--- src/rtl/ofmap_writer.sv ---
// ofmap_writer: byte-reverses accumulator rows into a small FIFO and writes them to the GLB at sequential addresses.
//
// Ports:
//   clk, rst_n       clock, asynchronous active-low reset
//   start_i          one-cycle tile start (honoured in IDLE only), latches base_addr_i
//   base_addr_i      first GLB word address of the tile
//   ofmap_row_i      accumulator row, column 0 in the MS byte
//   ofmap_valid_i    row strobe, no backpressure
//   glb_wr_en_o      GLB write valid (FIFO not empty)
//   glb_wr_ready_i   GLB accepts the write
//   glb_wr_addr_o    write address, +1 per accepted write, wraps
//   glb_wr_data_o    FIFO head, column 0 in the LS byte
//   busy_o           high while a tile is running or draining
//   done_o           one-cycle pulse once every row of the tile is written
//   overflow_o       sticky flag: a row arrived while the FIFO was full
//
// Build option: define OFMAP_WRITER_RELU_EN to clamp negative (signed) bytes to zero before the FIFO.
module ofmap_writer #(
   parameter int PE_SIZE     = 4,
   parameter int DATA_WIDTH  = 8,
   parameter int ADDR_WIDTH  = 16,
   parameter int BUF_DEPTH   = 8,
   parameter int OUT_ROW_NUM = 294
) (
   input  logic                          clk,
   input  logic                          rst_n,
   input  logic                          start_i,
   input  logic [ADDR_WIDTH-1:0]         base_addr_i,
   input  logic [DATA_WIDTH*PE_SIZE-1:0] ofmap_row_i,
   input  logic                          ofmap_valid_i,
   output logic                          glb_wr_en_o,
   input  logic                          glb_wr_ready_i,
   output logic [ADDR_WIDTH-1:0]         glb_wr_addr_o,
   output logic [DATA_WIDTH*PE_SIZE-1:0] glb_wr_data_o,
   output logic                          busy_o,
   output logic                          done_o,
   output logic                          overflow_o
);
   localparam int ROW_W = DATA_WIDTH * PE_SIZE;
   localparam int PTR_W = $clog2(BUF_DEPTH);
   localparam int CNT_W = $clog2(OUT_ROW_NUM + 1);
   typedef enum logic [1:0] {IDLE, RUN, DRAIN, DONE} state_t;
   state_t state, state_nxt;
   logic [ROW_W-1:0] mem [BUF_DEPTH];
   logic [PTR_W-1:0] wr_ptr, rd_ptr;
   logic [PTR_W:0] fill;
   logic [CNT_W-1:0] row_cnt;
   logic [ROW_W-1:0] row_fmt;
   logic row_in, full, empty, pop, push, drop, last_row;

   for (genvar k = 0; k < PE_SIZE; k++) begin : g_col
      logic [DATA_WIDTH-1:0] b;
      assign b = ofmap_row_i[(PE_SIZE-1-k)*DATA_WIDTH +: DATA_WIDTH];
`ifdef OFMAP_WRITER_RELU_EN
      assign row_fmt[k*DATA_WIDTH +: DATA_WIDTH] = b[DATA_WIDTH-1] ? '0 : b;
`else
      assign row_fmt[k*DATA_WIDTH +: DATA_WIDTH] = b;
`endif
   end

   assign row_in        = (state == RUN) && ofmap_valid_i;
   assign empty         = fill == '0;
   assign full          = fill == (PTR_W+1)'(BUF_DEPTH);
   assign pop           = !empty && glb_wr_ready_i;
   // a full FIFO still takes a row when the head leaves in the same cycle
   assign push          = row_in && (!full || pop);
   assign drop          = row_in && full && !pop;
   assign last_row      = row_in && (row_cnt == CNT_W'(OUT_ROW_NUM - 1));
   assign glb_wr_en_o   = !empty;
   assign glb_wr_data_o = empty ? '0 : mem[rd_ptr];

   always_comb begin
      state_nxt = state;
      busy_o    = (state == RUN) || (state == DRAIN);
      done_o    = state == DONE;
      case (state)
         IDLE:    state_nxt = start_i ? RUN : IDLE;
         RUN:     state_nxt = last_row ? DRAIN : RUN;
         // leave as soon as the final write is accepted so done_o follows it by one cycle
         DRAIN:   state_nxt = (empty || (fill == (PTR_W+1)'(1) && pop)) ? DONE : DRAIN;
         default: state_nxt = IDLE;
      endcase
   end

   always_ff @(posedge clk or negedge rst_n)
      if (!rst_n) begin
         state         <= IDLE;
         wr_ptr        <= '0;
         rd_ptr        <= '0;
         fill          <= '0;
         row_cnt       <= '0;
         glb_wr_addr_o <= '0;
         overflow_o    <= 1'b0;
      end else begin
         state  <= state_nxt;
         wr_ptr <= wr_ptr + PTR_W'(push);
         rd_ptr <= rd_ptr + PTR_W'(pop);
         fill   <= fill + (PTR_W+1)'(push) - (PTR_W+1)'(pop);
         if (row_in)
            row_cnt <= row_cnt + CNT_W'(1);
         if (state == IDLE && start_i) begin
            row_cnt       <= '0;
            overflow_o    <= 1'b0;
            glb_wr_addr_o <= base_addr_i;
         end else begin
            if (pop)
               glb_wr_addr_o <= glb_wr_addr_o + ADDR_WIDTH'(1);
            if (drop)
               overflow_o <= 1'b1;
         end
      end

   always_ff @(posedge clk)
      if (push)
         mem[wr_ptr] <= row_fmt;
endmodule

--- config.mk ---
export PLATFORM = sky130hd
export DESIGN_NAME = ofmap_writer
export DESIGN_NICKNAME = d
export VERILOG_FILES = /design/src/rtl/ofmap_writer.sv
export SDC_FILE = /design/constraint.sdc
export NUM_CORES = 1
export LEC_CHECK = 0
export CORE_ASPECT_RATIO = 1.2
export CORE_MARGIN = 2
export CORE_UTILIZATION = 31
export DETAILED_ROUTE_END_ITERATION = 12
export PLACE_DENSITY = 0.48
export SLEW_MARGIN = 30
export SYNTH_ARGS = -nofsm -noshare
export SYNTH_HDL_FRONTEND = slang
export SYNTH_SLANG_ARGS = --single-unit
--- constraint.sdc ---
create_clock -name clk -period 5.9 [get_ports clk]
set_input_delay 1.77 -clock clk [delete_from_list [all_inputs] [get_ports clk]]
set_output_delay 1.77 -clock clk [all_outputs]
set_load 0.03 [all_outputs]
==> results of run 1 <==
-- where the power goes --
| part | leakage (nW) | internal (mW) | switching, mW |
|---|---|---|---|
| clock | 0.499 | 1.16 | 0.802 |
| combinational | 1.70 | 1.28 | 1.54 |
| sequential | 2.77 | 2.65 | 0.304 |
-- state kept, by name (all words and copies together) (netlist names) --
signal / cells
fill: 4
glb_wr_addr_o: 16
mem: 256
overflow_o: 1
rd_ptr: 3
row_cnt: 9
state: 2
wr_ptr: 3
-- placed cells by master, fill, tap and decap left out, types with 10 or more instances in the layout --
cell type	instances
dfrtp_1	35
ha_1	18
edfxtp_1	256
nor2_1	49
mux2i_1	34
buf_4	17
clkbuf_16	34
nand2_1	22
clkbuf_1	11
xor2_1	10
clkdlybuf4s50_1	103
mux4_2	64
inv_1	15
-- cell type report --
class	count	area, µm²
Fill cell	3492	23000
Timing Repair Buffer	124	1240
Tap cell	480	601
Clock inverter	15	140
Clock buffer	45	892
Inverter	16	60.1
Multi-Input combinational cell	291	3060
Sequential cell	294	8640
Antenna cell	1	2.50
-- how the worst max path moves through the flow --
stage,start,end,slack (ns),cells after the start
final,rd_ptr[0],glb_wr_data_o[27],0.89,7
after global routing,rd_ptr[0],glb_wr_data_o[27],0.65,7
after CTS,rd_ptr[0],glb_wr_data_o[27],0.78,7
after detailed placement,glb_wr_ready_i,mem[7][3],1.14,8
after global placement,rd_ptr[0],glb_wr_data_o[27],1.17,5
after floorplan,ofmap_valid_i,mem[0][0],0.05,4
-- layer usage --
metal  up-vias  GRT usage [%]
li1       2764              -
met1      3117           16.9
met2       195           23.1
met3        38           2.86
met4         0           4.25
met5         -              0
-- worst max-delay path, cell delays in order (launching register included) --
cell and delay [ns]:
dfrtp_4 0.64, buf_12 0.26, buf_12 0.24, buf_4 0.22, mux4_2 0.52, mux2i_1 0.17, nor2_1 0.06, clkdlybuf4s50_1 0.60
-- metrics by stage --
step	hold slack [ns]	total power [mW]	utilization [%]	instance area, µm²	worst slack, ns
finish	0.549	7.74	38.8	14600	0.895
global route	0.575	8.17	38.8	14600	0.651
CTS	0.554	7.89	38.8	14600	0.776
detailed placement	0.531	5.89	36.1	13600	1.14
global placement	0.523	5.81	36.0	13600	1.17
floorplan	0.473	4.74	-	11800	0.0544
-- cells by family after synthesis --
logic type | after synthesis | share of synthesized area (%)
AO/OA/AOI/OAI | 32 | 1.68
XOR/XNOR | 19 | 1.41
adder cells (fa/ha/maj) | 19 | 2.07
buffers and inverters | 44 | 1.54
flip-flops | 294 | 73.0
multiplexers | 98 | 15.1
AND/OR/NAND/NOR | 123 | 5.18
==> impl_results.md, run 1 <==
* Chip height at 218 µm
* CTS Root Cell: clkbuf_16
* Nets at 833
* CTS tree: done
* CP Capture Type: output port
* Ys flop type: edfxtp_1
* Clk pin slew, worst setup/hold paths at 0.06 ns
* Layout Cells excl Fill at 1266
* Post-synth ARST share at 12.9%
* Grt ovf at 0
* Die Width at 182 µm
* Largest net degree at the start of global routing at 39
* Core area at 37700 µm²
* Max Fclk at 200 MHz
* I/O pin total at 105
* Tmin final at 5.01 ns
* Residual DRC count at 0
* I/O Buffers at 104
* Area growth from synthesis to layout at 23.7%
* Vias at 6114
* Post-CTS sizing at 0
* Most common cell in the synthesized netlist: edfxtp_1
* Post-DP HPWL at 15900 µm
* Met2 wire length at 12800 µm
* Top Metal Used: met4
* Critical path class: flip-flop to output port
* Clk buf depth at 3
* Launching point of the worst reg2reg path: state[1]
* Fin crit share at 84.8%
* Slew headroom at 42.2%
* CTS H-Tree Depth at 2
* Syn Inst Count at 629
* Critical Path AT at 3.24 ns
* Hold path depth at 2
* Avg WL per Cell at 20.5 µm
* Worst Setup Start Kind: flip-flop
* Number of global-route vias before repair at 6710
* Post-CTS Hold Buffers at 0
* Synth warn at 0
* Post-synthesis register bit count at 294
* GRT Util Overall at 13.4%
* VDD IR max at 207 µV
* First-pass GRT wire length at 40200 µm
* Gpl congestion at 0.779
* Die area at 39700 µm²
* Syn Nets at 701
* WL met3 at 1280 µm
* Initial Utilization at 31.4%
* Mean Syn Cell Area at 18.8 µm²
* Outcome: finished, final reports clean
* Vias/cell at 4.83
* Final hold viol count at 0
* Synth Cell Area at 11800 µm²
* Hold endpoint: row_cnt[8]
* Dominant cell type by area after synthesis: edfxtp_1
* Leakage at 4.97 nW
* Area contributors post-synth: edfxtp_1 (65%), mux4_2 (12%), dfrtp_1 (8.0%), mux2i_1 (2.9%), ha_1 (1.9%)
* Initial drt markers at 368
* Worst EP required at 4.13 ns
* Antenna-violating nets left at 0
* Post-synth top cells: edfxtp_1 (256), mux4_2 (64), nor2_1 (52), dfrtp_1 (38), mux2i_1 (34)
* Post-Route WL at 26000 µm
* Hold path startpoint: row_cnt[8]
* RSZ-0062 raised after global routing: false
* Number of setup violations in the final report at 0
* Antenna violations before repair at 1
* Max Fanout on Critical Path at 21
* Top-area cell type share of the netlist area at 65.0%
* Placed Cells at 1205
* Post-CTS Setup Repair Bufs at 0
* Worst R2R End: mem[7][9]
* Worst-skew pair later-pin latency at 0.51 ns
* Netlist cell types at 47
* Wire length on met1 at 11300 µm
* CTS sink cnt at 294
* CTS Buf Count at 34
* Worst r2r path cells at 8
* Drt pass-1 iters at 5
* Reg2reg setup slack at 2.79 ns
* Hold Path Class: flip-flop to flip-flop
* Worst Tran Pin Value at 0.862 ns
* Setup tns final at 0 ns
* Skew final at 0.0191 ns
* Sequential area share after synthesis at 73.0%
* Post-synth EDFFs at 256
* Share of layout cells above drive strength 1 at 18.3%
* Max-slew violations at 0
* Num rows at 78
* Cell Pwr Density at 529 nW/µm²
* Max_cap viols at 0
Power figures use the tool's default switching activity.
==> run 2, diff against run 1 <==
--- a/config.mk
+++ b/config.mk
@@ -9,7 +9,7 @@
 export CORE_MARGIN = 2
 export CORE_UTILIZATION = 31
 export DETAILED_ROUTE_END_ITERATION = 12
-export PLACE_DENSITY = 0.48
+export PLACE_DENSITY = 0.5
 export SLEW_MARGIN = 30
 export SYNTH_ARGS = -nofsm -noshare
 export SYNTH_HDL_FRONTEND = slang
==> constraint.sdc (replaced) <==
create_clock -name clk -period 4.19 [get_ports clk]
set_input_delay 1.257 -clock clk [delete_from_list [all_inputs] [get_ports clk]]
set_output_delay 1.257 -clock clk [all_outputs]
set_load 0.03 [all_outputs]
==> run 2 against run 1 <==
Cell count rose by 1.1%; first-iteration DRC count shrank 18%; clock power up 39%; combinational power is 53% higher; die area is the same; sequential share of layout area down 0.93 points; register-to-register slack got worse by 1.4 ns; sequential power increased by 38%; utilization is 0.63 points higher; critical path type unchanged.
==> impl_results.md, run 2 (synthesis results as in run 1) <==
* Pre-CTS worst setup slack at 0.432 ns (-0.704 ns)
* Core area at 37700 µm² (unchanged)
* First-pass GRT wire length at 41300 µm (+2.9%)
* Cell Pwr Density at 746 nW/µm² (+41%)
* Max_cap viols at 0 (unchanged)
* Largest net degree at the start of global routing at 39 (unchanged)
* CTS sink cnt at 294 (unchanged)
* Clk pin slew, worst setup/hold paths at 0.06 ns (about the same)
* Post-DP HPWL at 16500 µm (+3.9%)
* Initial Utilization at 31.4% (unchanged)
* CP Capture Type: output port
* Die area at 39700 µm² (unchanged)
* Antenna-violating nets left at 0 (unchanged)
* Reg power frac at 36.6% (-1.6 points)
* Top flop regs: mem (256), glb_wr_addr_o (16), row_cnt (9)
* VDD IR max at 388 µV (+88%)
* Clock Power Share at 24.6% (-0.7 points)
* Nets at 848 (+1.8%)
* Post-CTS Hold Buffers at 0 (unchanged)
* Initial drt markers at 302 (-18%)
* Setup tns final at 0 ns (unchanged)
* Worst Tran Pin Value at 0.913 ns (+0.0510 ns)
* Commonest cells after routing, fill and taps aside: edfxtp_1 (256), clkdlybuf4s50_1 (103), mux4_2 (64), nor2_1 (49), dfrtp_1 (35)
* Sw Pwr at 3.81 mW (+44%)
* Worst EP required at 2.93 ns (-1.20 ns)
* Tmin final at 4.05 ns
* Gpl congestion at 0.759 (-2.6%)
* Max Fclk at 247 MHz
* Leakage at 5.10 nW (+2.6%)
* Grt ovf at 0 (unchanged)
* I/O pin total at 105 (unchanged)
* Final hold viol count at 0 (unchanged)
* Vias/cell at 4.88 (+1.0%)
* Area growth from synthesis to layout at 25.8%
* Critical path class: flip-flop to output port
* Die Width at 182 µm (unchanged)
* Max Fanout on Critical Path at 17 (-19%)
* Avg WL per Cell at 21.2 µm (+3.2%)
* Fin crit share at 96.7%
* Skew final at 0.0197 ns (+0.000617 ns)
* Residual DRC count at 0 (unchanged)
* Most common cell after layout, fill and taps aside: edfxtp_1
* CTS H-Tree Depth at 1 (-1)
* Share of layout cells above drive strength 1 at 21.4% (+3.0 points)
* Diodes inserted at 0 (-1)
* Clk buf depth at 3 (unchanged)
* Worst Setup Start Kind: flip-flop
* Switching Share at 34.3% (+0.087 points)
* Number of flip-flops in the largest register at 256 (unchanged)
* Final cell utilization of the core at 39.5% (+0.63 points)
* Reg with most FFs: mem
* Max-slew violations at 0 (unchanged)
* Outcome: finished, final reports clean
* Worst-skew pair later-pin latency at 0.57 ns (+0.06 ns)
* Hold slack at 0.552 ns (+0.00256 ns)
* Design area at 14900 µm² (+1.6%)
* Vias at 6245 (+2.1%)
* DP Area at 13800 µm² (+1.3%)
* Slew headroom at 39.1% (-3.1 points)
* Number of global-route vias before repair at 6818 (+1.6%)
* Hold Path Class: flip-flop to flip-flop
* Internal power at 7.29 mW (+43%)
* CTS Buf Count at 30 (-12%)
* Num rows at 78 (unchanged)
* I/O Buffers at 104 (unchanged)
* Number of setup violations in the final report at 0 (unchanged)
* Reg2reg setup slack at 1.36 ns (-1.43 ns)
* PnR worst setup slack at 0.139 ns (-0.756 ns)
* # fillers at 3417 (-2.1%)
* Power Total at 11.1 mW (+43%)
* Antenna violations before repair at 0 (-1)
* Drt pass-1 iters at 5 (unchanged)
* GRT Util Overall at 13.8% (+0.46 points)
* Comb pwr share at 38.8% (+2.3 points)
* CTS tree: done
* Critical Path AT at 2.79 ns (-0.45 ns)
* RSZ-0062 raised after global routing: false
* CTS Root Cell: clkbuf_16
* Placed Cells at 1219 (+1.2%)
* Post-Route WL at 27100 µm (+4.3%)
* Layout Cells excl Fill at 1280 (+1.1%)
* Chip height at 218 µm (unchanged)
## run 2: worst max-delay path, stage by stage (launching register included)
cell	delay, ns
dfrtp_4	0.59
buf_4	0.36
mux4_2	0.34
mux2i_1	0.25
nor2_1	0.07
clkdlybuf4s50_1	0.61
## run 2: path summary, 6_finish.rpt
kind,startpoint,endpoint,depth (start not counted)
max in group asynchronous,rst_n,rd_ptr[0],1
max reg2reg,fill[2],fill[1],12
max,rd_ptr[1],glb_wr_data_o[31],5
min in group asynchronous,rst_n,row_cnt[8],1
min reg2reg,overflow_o,overflow_o,2
min,overflow_o,overflow_o,2
## run 2: timing repair
action / 4_1_cts / 5_1_grt
resized for setup: 1 / 0
setup buffers: 5 / 0
setup endpoints to repair: 25 / 0
## run 2: cell type report
cell class / count / area [µm²] / area share [%]
Timing Repair Buffer: 143 / 1480 / 9.93
Tap cell: 480 / 601 / 4.04
Clock buffer: 37 / 807 / 5.43
Sequential cell: 294 / 8650 / 58.1
Inverter: 16 / 60.1 / 0.404
Multi-Input combinational cell: 291 / 3070 / 20.6
Clock inverter: 19 / 213 / 1.43
## run 2: metal layers
| layer | global-route usage [%] | vias up | share of wire (%) |
|---|---|---|---|
| met5 | 0 | - | 0 |
| met4 | 3.98 | 0 | 2.0 |
| met3 | 2.42 | 29 | 4.9 |
| met2 | 25.0 | 176 | 52 |
| met1 | 17.0 | 3254 | 41 |
| li1 | - | 2786 | - |
## run 2: power groups by stage
stage / Combinational (mW) / Clock, mW / Sequential [mW]
finish: 4.31 / 2.72 / 4.07
detailed placement: 4.24 / 0 / 4.20
global route: 4.63 / 2.93 / 4.12
floorplan: 2.54 / 0 / 4.13
CTS: 4.41 / 2.81 / 4.07
global placement: 4.21 / 0 / 4.15
==> run 3, diff against run 2 <==
--- a/config.mk
+++ b/config.mk
@@ -9,7 +9,8 @@
 export CORE_MARGIN = 2
 export CORE_UTILIZATION = 31
 export DETAILED_ROUTE_END_ITERATION = 12
-export PLACE_DENSITY = 0.5
+export MAX_ROUTING_LAYER = met4
+export PLACE_DENSITY = 0.48
 export SLEW_MARGIN = 30
 export SYNTH_ARGS = -nofsm -noshare
 export SYNTH_HDL_FRONTEND = slang
==> constraint.sdc (replaced) <==
create_clock -name clk -period 3.9 [get_ports clk]
set_input_delay 1.17 -clock clk [delete_from_list [all_inputs] [get_ports clk]]
set_output_delay 1.17 -clock clk [all_outputs]
set_load 0.03 [all_outputs]
==> run 3 against run 2 <==
Clock skew decreased by 0.0092 ns; hold slack got worse by 0.018 ns; critical path depth unchanged; first-iteration DRC count increased by 5.3%; via count decreased by 1.3%; register-to-register slack got worse by 0.16 ns; global-route usage about the same; wire length decreased by 2.3%; critical endpoint is now glb_wr_data_o[0]; highest routed layer unchanged.
==> impl_results.md, run 3 (synthesis results as in run 1) <==
* Outcome: finished, final reports clean
* Gpl congestion at 0.743 (-2.1%)
* Clk buf depth at 3 (unchanged)
* Reg with most FFs: mem
* Grt ovf at 0 (unchanged)
* Diodes inserted at 0 (unchanged)
* Power Total at 11.7 mW (+5.2%)
* I/O Buffers at 104 (unchanged)
* GRT Util Overall at 13.8% (-0.029 points)
* Final hold viol count at 0 (unchanged)
* CTS Buf Count at 31 (+3.3%)
* Antenna violations before repair at 0 (unchanged)
* Drt pass-1 iters at 4 (-1)
* Worst Setup Start Kind: flip-flop
* Chip height at 218 µm (unchanged)
* Fin crit share at 94.9%
* Switching Share at 34.5% (+0.14 points)
* Hold slack at 0.534 ns (-0.0177 ns)
* DP Area at 13800 µm² (about the same)
* CTS tree: done
* RSZ-0062 raised after global routing: false
* Core area at 37700 µm² (unchanged)
* Hold Path Class: flip-flop to flip-flop
* Worst Tran Pin Value at 0.627 ns (-0.286 ns)
* # fillers at 3430 (+0.38%)
* Max incr delay on CP at 0.56 ns (-0.05 ns)
* Sw Pwr at 4.02 mW (+5.6%)
* Initial Utilization at 31.4% (unchanged)
* VDD IR max at 391 µV (+0.81%)
* Skew final at 0.0105 ns (-0.00919 ns)
* Leakage at 5.17 nW (+1.3%)
* Internal power at 7.65 mW (+4.9%)
* Vias at 6164 (-1.3%)
* CTS sink cnt at 294 (unchanged)
* Critical path class: flip-flop to output port
* Worst EP required at 2.73 ns (-0.20 ns)
* I/O pin total at 105 (unchanged)
* Slowest cell on the critical path: dfrtp_4
* Post-CTS Hold Buffers at 0 (unchanged)
* Avg WL per Cell at 20.7 µm (-2.2%)
* Number of setup violations in the final report at 0 (unchanged)
* Tmin final at 3.70 ns
* Initial drt markers at 318 (+5.3%)
* Max_cap viols at 0 (unchanged)
* Commonest cells after routing, fill and taps aside: edfxtp_1 (256), clkdlybuf4s50_1 (71), mux4_2 (64), nor2_1 (49), dfrtp_1 (35)
* First-pass GRT wire length at 40300 µm (-2.6%)
* Reg power frac at 37.5% (+0.9 points)
* Pre-CTS worst setup slack at 0.333 ns (-0.0986 ns)
* Area growth from synthesis to layout at 25.2%
* Die Width at 182 µm (unchanged)
* CTS H-Tree Depth at 1 (unchanged)
* Comb pwr share at 37.1% (-1.7 points)
* Num rows at 78 (unchanged)
* Antenna-violating nets left at 0 (unchanged)
* Most common cell after layout, fill and taps aside: edfxtp_1
* Worst-path cell chain: buf_12, mux4_2, mux2i_1, nor2_1, dlygate4sd2_1
* Number of flip-flops in the largest register at 256 (unchanged)
* Largest net degree at the start of global routing at 39 (unchanged)
* Vias/cell at 4.82 (-1.2%)
* CTS Root Cell: clkbuf_16
* Critical Path AT at 2.53 ns (-0.26 ns)
* PnR worst setup slack at 0.200 ns (+0.0606 ns)
* Final cell utilization of the core at 39.3% (-0.16 points)
* Top flop regs: mem (256), glb_wr_addr_o (16), row_cnt (9)
* Max Fclk at 270 MHz
* Cell Pwr Density at 788 nW/µm² (+5.6%)
* Max Fanout on Critical Path at 18 (+1)
* Clock Power Share at 25.4% (+0.8 points)
* Nets at 847 (-0.12%)
* Number of global-route vias before repair at 6587 (-3.4%)
* Residual DRC count at 0 (unchanged)
* Max-slew violations at 0 (unchanged)
* Clk pin slew, worst setup/hold paths at 0.06 ns (about the same)
* Post-DP HPWL at 16200 µm (-1.9%)
* Slew headroom at 58.2% (+19 points)
* CP Capture Type: output port
* Post-Route WL at 26500 µm (-2.3%)
* Share of layout cells above drive strength 1 at 20.5% (-0.85 points)
* Design area at 14800 µm² (-0.41%)
* Die area at 39700 µm² (unchanged)
* Worst-skew pair later-pin latency at 0.55 ns (-0.02 ns)
[run 3: cell types whose count changed in the layout (fill, tap and decap cells not counted), moves of 4 or more]
cell             before  now
clkdlybuf4s50_1     103   71
clkbuf_1              4    9
clkinv_2              9    5
dlygate4sd2_1         0   26
dlymetal6s2s_1        0    6
[run 3: critical path, delay by kind of cell, from the launching register on]
kind | cells | cell delay [ns]
buffers and inverters | 2 | 0.59
flip-flops | 1 | 0.56
AND/OR/NAND/NOR | 1 | 0.07
multiplexers | 2 | 0.74
[run 3: repair_timing]
action | CTS | global route
setup buffers | 3 | 0
endpoints found under the setup margin | 30 | 6
hold endpoints to repair | 0 | 0
gates resized for setup | 29 | 6
[run 3: per-stage QoR]
stage	instances	setup TNS (ns)
floorplan	629	-49.36
finish	1279	0
detailed placement	1219	0
CTS	1279	-0.0128
global placement	1219	0
global route	1279	0
[run 3: final timing paths]
| path | start | to | slack, ns | depth (start not counted) |
|---|---|---|---|---|
| max in group asynchronous | rst_n | rd_ptr[0] | 2.89 | 1 |
| worst max-delay path | rd_ptr[0] | glb_wr_data_o[0] | 0.20 | 5 |
| worst max register to register | fill[2] | fill[1] | 1.20 | 12 |
| min in group asynchronous | rst_n | glb_wr_addr_o[2] | 0.60 | 1 |
| worst min-delay path | overflow_o | overflow_o | 0.53 | 2 |
| worst min register to register | overflow_o | overflow_o | 0.53 | 2 |
[run 3: layer usage]
layer	up-vias	GRT usage (%)	wire [µm]
met2	135	22.9	13100
met3	34	2.62	1250
met5	-	-	0
met1	3208	17.7	11700
met4	0	3.28	435
li1	2787	-	-
[run 3: power groups by stage]
stage | combinational (mW) | sequential (mW) | clock [mW]
after global placement | 4.54 | 4.43 | 0
final | 4.33 | 4.37 | 2.97
after floorplan | 2.73 | 4.44 | 0
after CTS | 4.46 | 4.38 | 3.06
after global routing | 4.69 | 4.44 | 3.20
after detailed placement | 4.58 | 4.46 | 0
[run 3: layout make-up]
cell class              count  area (µm²)  share of cell area [%]
flip-flops and latches    294        8640                    58.4
multi-input cells         291        3070                    20.7
repair buffers            141        1410                    9.52
clock buffers              40         810                    5.47
well taps                 480         601                    4.05
clock inverters            17         218                    1.47
inverters                  16        60.1                   0.405
